[src/rtl/ps2_pkg.sv]
// Shared types and constants for the PS/2 device-to-host receiver.
// Covers the deserialiser states, error causes and scan-code prefixes.
package ps2_pkg;

    typedef enum logic [1:0] {
        IDLE,
        DATA,
        PARITY,
        STOP
    } ps2_state_t;

    localparam logic [1:0] PS2_ERR_PARITY  = 2'b01;
    localparam logic [1:0] PS2_ERR_FRAME   = 2'b10;
    localparam logic [1:0] PS2_ERR_TIMEOUT = 2'b11;

    localparam logic [7:0] PS2_PFX_EXT = 8'hE0;
    localparam logic [7:0] PS2_PFX_REL = 8'hF0;

    // A PS/2 frame carries odd parity over the eight data bits plus the parity bit.
    function automatic logic ps2_parity_ok(input logic [7:0] data, input logic par);
        return ^{data, par};
    endfunction

endpackage

[src/rtl/ps2_rx_if.sv]
// Bundle of the PS/2 pin inputs and the byte/key event outputs of ps2_rx.
// The slave side is the receiver; the master side drives the pins and consumes events.
interface ps2_rx_if;
    logic       ps2_clk;
    logic       ps2_data;
    logic [7:0] rx_byte;
    logic       rx_strobe;
    logic       rx_err;
    logic [1:0] rx_err_code;
    logic       key_strobe;
    logic [7:0] key_code;
    logic       key_ext;
    logic       key_released;
    logic       busy;

    modport master (
        output ps2_clk, ps2_data,
        input  rx_byte, rx_strobe, rx_err, rx_err_code,
        input  key_strobe, key_code, key_ext, key_released, busy
    );

    modport slave (
        input  ps2_clk, ps2_data,
        output rx_byte, rx_strobe, rx_err, rx_err_code,
        output key_strobe, key_code, key_ext, key_released, busy
    );
endinterface

[src/rtl/ps2_rx_frame.sv]
// Synchronises and deglitches the PS/2 pins, then deserialises one 11-bit frame
// per falling clock edge, with an inactivity timeout that aborts a stalled frame.
module ps2_rx_frame
    import ps2_pkg::*;
#(
    parameter int FILTER  = 8,
    parameter int TIMEOUT = 20000
) (
    input  logic       clk_sys,
    input  logic       reset,
    input  logic       ps2_clk,
    input  logic       ps2_data,
    output logic [7:0] rx_byte,
    output logic       rx_strobe,
    output logic       rx_err,
    output logic [1:0] rx_err_code,
    output logic       busy
);

    localparam int FW = $clog2(FILTER + 1);
    localparam int TW = $clog2(TIMEOUT + 1);

    logic          clk_s1, clk_s2, dat_s1, dat_s2;
    logic          clk_f, clk_f_prev;
    logic [FW-1:0] filt_cnt;
    logic          fall;

    ps2_state_t    state, state_n;
    logic [7:0]    sr, sr_n;
    logic [2:0]    bit_cnt, bit_cnt_n;
    logic          par_bit, par_bit_n;
    logic [TW-1:0] to_cnt, to_cnt_n, to_inc;
    logic [7:0]    rx_byte_n;
    logic          rx_strobe_n, rx_err_n;
    logic [1:0]    rx_err_code_n;

    // The filtered clock only follows the synced pin after FILTER consecutive disagreeing samples.
    always_ff @(posedge clk_sys) begin
        if (reset) begin
            clk_s1     <= 1'b1;
            clk_s2     <= 1'b1;
            dat_s1     <= 1'b1;
            dat_s2     <= 1'b1;
            clk_f      <= 1'b1;
            clk_f_prev <= 1'b1;
            filt_cnt   <= '0;
        end else begin
            clk_s1     <= ps2_clk;
            clk_s2     <= clk_s1;
            dat_s1     <= ps2_data;
            dat_s2     <= dat_s1;
            clk_f_prev <= clk_f;
            if (clk_s2 != clk_f) begin
                if (filt_cnt == FW'(FILTER - 1)) begin
                    clk_f    <= clk_s2;
                    filt_cnt <= '0;
                end else begin
                    filt_cnt <= filt_cnt + 1'b1;
                end
            end else begin
                filt_cnt <= '0;
            end
        end
    end

    assign fall   = clk_f_prev & ~clk_f;
    assign to_inc = to_cnt + 1'b1;
    assign busy   = (state != IDLE);

    always_ff @(posedge clk_sys) begin
        if (reset) begin
            state       <= IDLE;
            sr          <= '0;
            bit_cnt     <= '0;
            par_bit     <= 1'b0;
            to_cnt      <= '0;
            rx_byte     <= '0;
            rx_strobe   <= 1'b0;
            rx_err      <= 1'b0;
            rx_err_code <= '0;
        end else begin
            state       <= state_n;
            sr          <= sr_n;
            bit_cnt     <= bit_cnt_n;
            par_bit     <= par_bit_n;
            to_cnt      <= to_cnt_n;
            rx_byte     <= rx_byte_n;
            rx_strobe   <= rx_strobe_n;
            rx_err      <= rx_err_n;
            rx_err_code <= rx_err_code_n;
        end
    end

    // A falling edge always takes priority over a timeout expiring in the same cycle.
    always_comb begin
        state_n       = state;
        sr_n          = sr;
        bit_cnt_n     = bit_cnt;
        par_bit_n     = par_bit;
        to_cnt_n      = to_cnt;
        rx_byte_n     = rx_byte;
        rx_strobe_n   = 1'b0;
        rx_err_n      = 1'b0;
        rx_err_code_n = rx_err_code;
        if (fall) begin
            to_cnt_n = '0;
            case (state)
                IDLE: begin
                    if (!dat_s2) begin
                        state_n   = DATA;
                        bit_cnt_n = '0;
                    end
                end
                DATA: begin
                    sr_n      = {dat_s2, sr[7:1]};
                    bit_cnt_n = bit_cnt + 3'd1;
                    if (bit_cnt == 3'd7) state_n = PARITY;
                end
                PARITY: begin
                    par_bit_n = dat_s2;
                    state_n   = STOP;
                end
                STOP: begin
                    state_n = IDLE;
                    if (dat_s2 && ps2_parity_ok(sr, par_bit)) begin
                        rx_byte_n   = sr;
                        rx_strobe_n = 1'b1;
                    end else if (!ps2_parity_ok(sr, par_bit)) begin
                        rx_err_n      = 1'b1;
                        rx_err_code_n = PS2_ERR_PARITY;
                    end else begin
                        rx_err_n      = 1'b1;
                        rx_err_code_n = PS2_ERR_FRAME;
                    end
                end
                default: state_n = IDLE;
            endcase
        end else if (state != IDLE) begin
            if (to_inc == TW'(TIMEOUT)) begin
                state_n       = IDLE;
                to_cnt_n      = '0;
                rx_err_n      = 1'b1;
                rx_err_code_n = PS2_ERR_TIMEOUT;
            end else begin
                to_cnt_n = to_inc;
            end
        end
    end

endmodule

[src/rtl/ps2_rx.sv]
// PS/2 receiver top: frame deserialiser plus a prefix decoder that folds
// E0 (extended) and F0 (release) prefixes into single key events.
module ps2_rx
    import ps2_pkg::*;
#(
    parameter int FILTER  = 8,
    parameter int TIMEOUT = 20000
) (
    input  logic     clk_sys,
    input  logic     reset,
    ps2_rx_if.slave  bus
);

    logic [7:0] rx_byte;
    logic       rx_strobe, rx_err;
    logic       ext_f, rel_f;
    logic       key_strobe, key_ext, key_released;
    logic [7:0] key_code;

    ps2_rx_frame #(
        .FILTER  (FILTER),
        .TIMEOUT (TIMEOUT)
    ) u_frame (
        .clk_sys     (clk_sys),
        .reset       (reset),
        .ps2_clk     (bus.ps2_clk),
        .ps2_data    (bus.ps2_data),
        .rx_byte     (rx_byte),
        .rx_strobe   (rx_strobe),
        .rx_err      (rx_err),
        .rx_err_code (bus.rx_err_code),
        .busy        (bus.busy)
    );

    // Prefix flags accumulate until a non-prefix byte consumes them; any dropped frame forgets them.
    always_ff @(posedge clk_sys) begin
        if (reset) begin
            ext_f        <= 1'b0;
            rel_f        <= 1'b0;
            key_strobe   <= 1'b0;
            key_code     <= '0;
            key_ext      <= 1'b0;
            key_released <= 1'b0;
        end else begin
            key_strobe <= 1'b0;
            if (rx_err) begin
                ext_f <= 1'b0;
                rel_f <= 1'b0;
            end else if (rx_strobe) begin
                if (rx_byte == PS2_PFX_EXT) begin
                    ext_f <= 1'b1;
                end else if (rx_byte == PS2_PFX_REL) begin
                    rel_f <= 1'b1;
                end else begin
                    key_strobe   <= 1'b1;
                    key_code     <= rx_byte;
                    key_ext      <= ext_f;
                    key_released <= rel_f;
                    ext_f        <= 1'b0;
                    rel_f        <= 1'b0;
                end
            end
        end
    end

    assign bus.rx_byte      = rx_byte;
    assign bus.rx_strobe    = rx_strobe;
    assign bus.rx_err       = rx_err;
    assign bus.key_strobe   = key_strobe;
    assign bus.key_code     = key_code;
    assign bus.key_ext      = key_ext;
    assign bus.key_released = key_released;

endmodule

[src/flat_wrapper.sv]
// flat-port wrapper written by rule: the top's interface ports become plain ports
module ps2_rx_flat import ps2_pkg::*;
#(
    parameter int FILTER  = 8,
    parameter int TIMEOUT = 20000
)
  (clk_sys, reset, bus_ps2_clk, bus_ps2_data, bus_rx_byte, bus_rx_strobe, bus_rx_err, bus_rx_err_code, bus_key_strobe, bus_key_code, bus_key_ext, bus_key_released, bus_busy);
  ps2_rx_if bus_i ();
  input  logic clk_sys;
  input  logic reset;
  input wire logic [$bits(bus_i.ps2_clk)-1:0] bus_ps2_clk;
  input wire logic [$bits(bus_i.ps2_data)-1:0] bus_ps2_data;
  output wire logic [$bits(bus_i.rx_byte)-1:0] bus_rx_byte;
  output wire logic [$bits(bus_i.rx_strobe)-1:0] bus_rx_strobe;
  output wire logic [$bits(bus_i.rx_err)-1:0] bus_rx_err;
  output wire logic [$bits(bus_i.rx_err_code)-1:0] bus_rx_err_code;
  output wire logic [$bits(bus_i.key_strobe)-1:0] bus_key_strobe;
  output wire logic [$bits(bus_i.key_code)-1:0] bus_key_code;
  output wire logic [$bits(bus_i.key_ext)-1:0] bus_key_ext;
  output wire logic [$bits(bus_i.key_released)-1:0] bus_key_released;
  output wire logic [$bits(bus_i.busy)-1:0] bus_busy;
  assign bus_i.ps2_clk = bus_ps2_clk;
  assign bus_i.ps2_data = bus_ps2_data;
  assign bus_rx_byte = bus_i.rx_byte;
  assign bus_rx_strobe = bus_i.rx_strobe;
  assign bus_rx_err = bus_i.rx_err;
  assign bus_rx_err_code = bus_i.rx_err_code;
  assign bus_key_strobe = bus_i.key_strobe;
  assign bus_key_code = bus_i.key_code;
  assign bus_key_ext = bus_i.key_ext;
  assign bus_key_released = bus_i.key_released;
  assign bus_busy = bus_i.busy;
  ps2_rx #(.FILTER(FILTER), .TIMEOUT(TIMEOUT)) u_core (.clk_sys(clk_sys), .reset(reset), .bus(bus_i));
endmodule
[config.mk]
export PLATFORM = sky130hd
export DESIGN_NAME = ps2_rx_flat
export DESIGN_NICKNAME = d
export VERILOG_FILES = /design/src/rtl/ps2_pkg.sv /design/src/rtl/ps2_rx_if.sv /design/src/rtl/ps2_rx_frame.sv /design/src/rtl/ps2_rx.sv /design/src/flat_wrapper.sv
export SDC_FILE = /design/constraint.sdc
export NUM_CORES = 1
export LEC_CHECK = 0
export CAP_MARGIN = 0
export CORE_MARGIN = 5
export CORE_UTILIZATION = 56
export DETAILED_ROUTE_END_ITERATION = 16
export PLACE_DENSITY = 0.79
export SYNTH_ARGS = -nofsm -noshare
export SYNTH_HDL_FRONTEND = slang
export SYNTH_SLANG_ARGS = --single-unit
[constraint.sdc]
create_clock -name clk_sys -period 2.9 [get_ports clk_sys]
set_input_delay 0.58 -clock clk_sys [delete_from_list [all_inputs] [get_ports clk_sys]]
set_output_delay 0.58 -clock clk_sys [all_outputs]
set_load 0.02 [all_outputs]
==> results.md <==
* Status: finished, final reports clean
* CTS tree: built
* Post-synth EDFFs at 0
* RSZ-0062 raised after global routing: no
* Synthesized-area fraction occupied by xor and xnor cells at between 6 and 7%
* Post-route cell area at 3320 µm²
* Critical Path Max Stage Delay at 0.56 ns
* Number of CTS-inserted buffers at 9
* Initial Util at 58.6%
* Worst-case reg-to-reg path depth at 6
* Combinational group share of total power at 2.3%
* Final weighted congestion of routability-driven global placement at between 0.8 and 0.9
* Routed wirelength normalized by instance count at 13.9 µm
* Clock transition at path regs at around 0.07 ns
* Placed inst area at 3110 µm²
* Core ar. at roughly 4800 µm²
* Switching Power at 379 µW
* Horiz. Die Dim at 80.8 µm
* Worst Max-Slew Pin Slew at 1.09 ns
* Seq/Total Area, Yosys at 45.7%
* Dominant combinational cell family by area after synthesis: simple AND/OR/NAND/NOR gates
* Placed cell count at 386
* Compound-Gate Fraction of Synth Area at 10.1%
* CTS-repair resized insts at 0
* Number of vias after detailed routing at 2175
* Critical path's most frequent cell: sky130_fd_sc_hd__xnor2_1
* Kind of cell with the highest combined delay on the critical path: XOR/XNOR gates
* Worst hold path depth at 1
* Root Driver: sky130_fd_sc_hd__clkbuf_8
* Maximum ir drop on the vdd rail at 0.334 mV
* Post-synth top area share at 45.7%
* Depth of the CTS H-tree at 3
* Number of detailed-routing iterations run before antenna repair at 4
* Reg-to-reg slack, setup at 0.47 ns
* Basic-gate share of the synthesized area counting and, or, nand and nor cells at a little over a fifth
* Vias in the first global route at 2125
* Min cycle time layout at ~2.4 ns
* Max-Cap Viols at 0
* Number of antenna violations at the first check in global routing at 0
* Avg Inst Size Synth at 9.17 µm²
* Number of buffers and inverters on the critical path at 0
* All-Layer GR Usage at about a fifth
* Most common library cell in the layout ignoring fill and taps: sky130_fd_sc_hd__dfxtp_1
* Antenna Nets Post-Route at 0
* Hold-fix buffers at CTS at 0
* Pint at around 1400 µW
* Drt via density at roughly 5.4
* Clock share of power at 46.4%
* Hold/Removal Path Class: reg2reg
* Share of flip-flops with an asynchronous set or reset at 0%
* Worst min-delay path startpoint: u_core.u_frame.clk_s1
* Category of the worst setup path capture point: flop
* Flop and latch count out of synthesis at 64
* DRC Markers at 0
* Total clock sinks at 64
* Proportion of synthesized area in mux cells at 8.92%
* Crit start category: flop
* Antenna Cells at 0
* Count of cell types in the netlist at 44
* Global-route wire length before repair at 9730 µm
* Signed area change from the synthesized netlist to the final layout at 18.5%
* Number of buffer cells added on primary ports at 27
* Full die area at 6520 µm²
* Leftover overflow at the end of global routing at 0
* Largest area contributor in the netlist: sky130_fd_sc_hd__dfxtp_1
* Largest net degree at the start of global routing at 48
* Post-synthesis share of cell area spent on full adders, half adders and majority gates at 3.57%
* Max clock buf depth at 2
* Worst-path cell with the longest stage delay: sky130_fd_sc_hd__nand4_1
* Ratio of cells with drive above 1 in the final layout at 8.06%
* Pwr/cell area at 533 nW/µm²
* Number of pins with negative max-slew slack in the final report at 0
* Postcts setup bufs at 0
* WHS Endpoint: u_core.u_frame.clk_s2
* Fmax at roughly 410 MHz
* DP HPWL at 3820 µm
* Synthesized area at 2810 µm²
* Required time worst endpoint at roughly 3.1 ns
* Crit path kind: reg2reg
* Cell types with the largest area share after synthesis: sky130_fd_sc_hd__dfxtp_1, sky130_fd_sc_hd__mux2i_1, sky130_fd_sc_hd__nor2_1, sky130_fd_sc_hd__ha_1, sky130_fd_sc_hd__xnor2_1
* Dominant synthesized flop cell: sky130_fd_sc_hd__dfxtp_1
* Most frequent cells in the layout: sky130_fd_sc_hd__dfxtp_1, sky130_fd_sc_hd__nor2_1, sky130_fd_sc_hd__clkdlybuf4s50_1, sky130_fd_sc_hd__mux2i_1, sky130_fd_sc_hd__nand2_1
* Leakage power at 0.00129 µW
* Total of warnings raised by yosys at 0
* Worst clock skew at 0.00640 ns
* Rows at 25
* Setup-violating endpoint count in the final report at 0
* Number of placed I/O pins at 28
* Later-pin clock latency in the skew report at 0.34 ns
* Height of the die at 80.8 µm
* Drt first-iter violations at 113
* Post-Syn Nets at 318
* Arrival time worst endpoint at 2.64 ns
* Maximum fanout along the worst path at 9
* Total wire length after detailed routing at 5570 µm
* Sw frac at 21.4%
* Number of endpoints with negative hold slack in the final report at 0
* Post-route non-filler standard cell count at 402
* Crit Reg-Reg Endpoint: u_core.u_frame.rx_byte[7]
* Relative slew slack at 26.9%
* Accumulated negative setup slack at 0 ns
* Ratio of final minimum period to clock period at 84.0%
* Proportion of power drawn by flip-flops and latches at 51.2%
* Startpoint of the worst-slack reg-to-reg timing path: u_core.u_frame.sr[2]
* Cell chain of the critical path: xnor2_1 -> xnor3_1 -> xnor2_1 -> nand4_1 -> mux2i_1 -> nor2_1
* Synthesized instance count at 306
* Net total in the final layout at 342
state kept, by name, indices dropped and copies added (netlist names), 2 cells and up:
name                        flops
u_core.u_frame.rx_err_code      2
u_core.u_frame.state            2
u_core.u_frame.bit_cnt          3
u_core.bus.key_code             8
u_core.u_frame.filt_cnt         4
u_core.u_frame.to_cnt          15
u_core.u_frame.rx_byte          8
u_core.u_frame.sr               8
cell type report:
cell class,count,area (µm²)
fill,385,1460
multi-input combinational,216,1420
sequential,64,1280
timing repair buffer,30,293
clock buffer,11,131
tap,67,83.8
clock inverter,5,81.3
inverter,9,33.8
worst max path at each step:
stage | to | depth (start not counted) | start | slack, ns
6_report | u_core.u_frame.rx_byte[7] | 6 | u_core.u_frame.sr[2] | 0.47
2_1_floorplan | u_core.u_frame.rx_err_code[0] | 8 | u_core.u_frame.to_cnt[0] | 0.82
3_3_place_gp | u_core.u_frame.rx_byte[6] | 6 | u_core.u_frame.sr[2] | 0.57
3_5_place_dp | u_core.u_frame.rx_byte[1] | 6 | u_core.u_frame.sr[2] | 0.50
5_1_grt | u_core.u_frame.rx_byte[4] | 6 | u_core.u_frame.sr[2] | 0.25
4_1_cts | u_core.u_frame.rx_byte[7] | 6 | u_core.u_frame.sr[2] | 0.44
cells by family (layout without fill, tap and decap cells):
logic type / Yosys count / in the layout
multiplexers: 25 / 25
AO/OA/AOI/OAI: 39 / 39
adder cells (fa/ha/maj): 8 / 8
AND/OR/NAND/NOR: 126 / 126
flip-flops: 64 / 64
buffers and inverters: 26 / 55
XOR/XNOR: 18 / 18
synthesized netlist by cell type (2+ instances only):
master and number:
sky130_fd_sc_hd__or2_2 6, sky130_fd_sc_hd__or3_1 3, sky130_fd_sc_hd__and3_1 3, sky130_fd_sc_hd__mux2i_1 25
sky130_fd_sc_hd__buf_2 3, sky130_fd_sc_hd__clkbuf_1 13, sky130_fd_sc_hd__nor2_1 50, sky130_fd_sc_hd__a31oi_1 4
sky130_fd_sc_hd__nor3_1 6, sky130_fd_sc_hd__xnor2_1 11, sky130_fd_sc_hd__xor2_1 6, sky130_fd_sc_hd__a21oi_1 14
sky130_fd_sc_hd__and2_1 2, sky130_fd_sc_hd__dfxtp_1 64, sky130_fd_sc_hd__nor4_1 3, sky130_fd_sc_hd__ha_1 8
sky130_fd_sc_hd__nand4_1 7, sky130_fd_sc_hd__and4_1 4, sky130_fd_sc_hd__inv_1 9, sky130_fd_sc_hd__nand2_1 23
sky130_fd_sc_hd__a211oi_1 2, sky130_fd_sc_hd__nor2b_1 3, sky130_fd_sc_hd__a32oi_1 2, sky130_fd_sc_hd__nand3_1 11
sky130_fd_sc_hd__o21ai_0 5
through the flow:
stage | power, µW | setup slack [ns] | util (%) | hold WS [ns]
after floorplan | 956 | 0.815 | - | 0.389
after global placement | 965 | 0.570 | 65.0 | 0.393
after detailed placement | 967 | 0.505 | 65.0 | 0.400
after CTS | 1780 | 0.442 | 69.4 | 0.416
after global routing | 1840 | 0.247 | 69.4 | 0.430
final | 1770 | 0.465 | 69.4 | 0.412
metal layers:
layer | global-route usage, % | wire [µm] | up-vias | share of wire, %
met5 | 0 | 0 | - | 0
met4 | 9.80 | 99 | 0 | 1.8
met3 | 5.65 | 223 | 13 | 4.0
met2 | 31.8 | 2740 | 42 | 49
met1 | 23.9 | 2510 | 1011 | 45
li1 | - | - | 1109 | -
power groups by stage:
| stage | Clock (µW) | Combinational (µW) | Sequential (µW) |
|---|---|---|---|
| 6_report | 822 | 41.4 | 907 |
| 5_1_grt | 891 | 45.6 | 908 |
| 4_1_cts | 835 | 41.5 | 906 |
| 3_5_place_dp | 0 | 41.2 | 925 |
| 3_3_place_gp | 0 | 40.6 | 925 |
| 2_1_floorplan | 0 | 40.7 | 915 |
No activity file was read; power rests on OpenSTA's default activity.
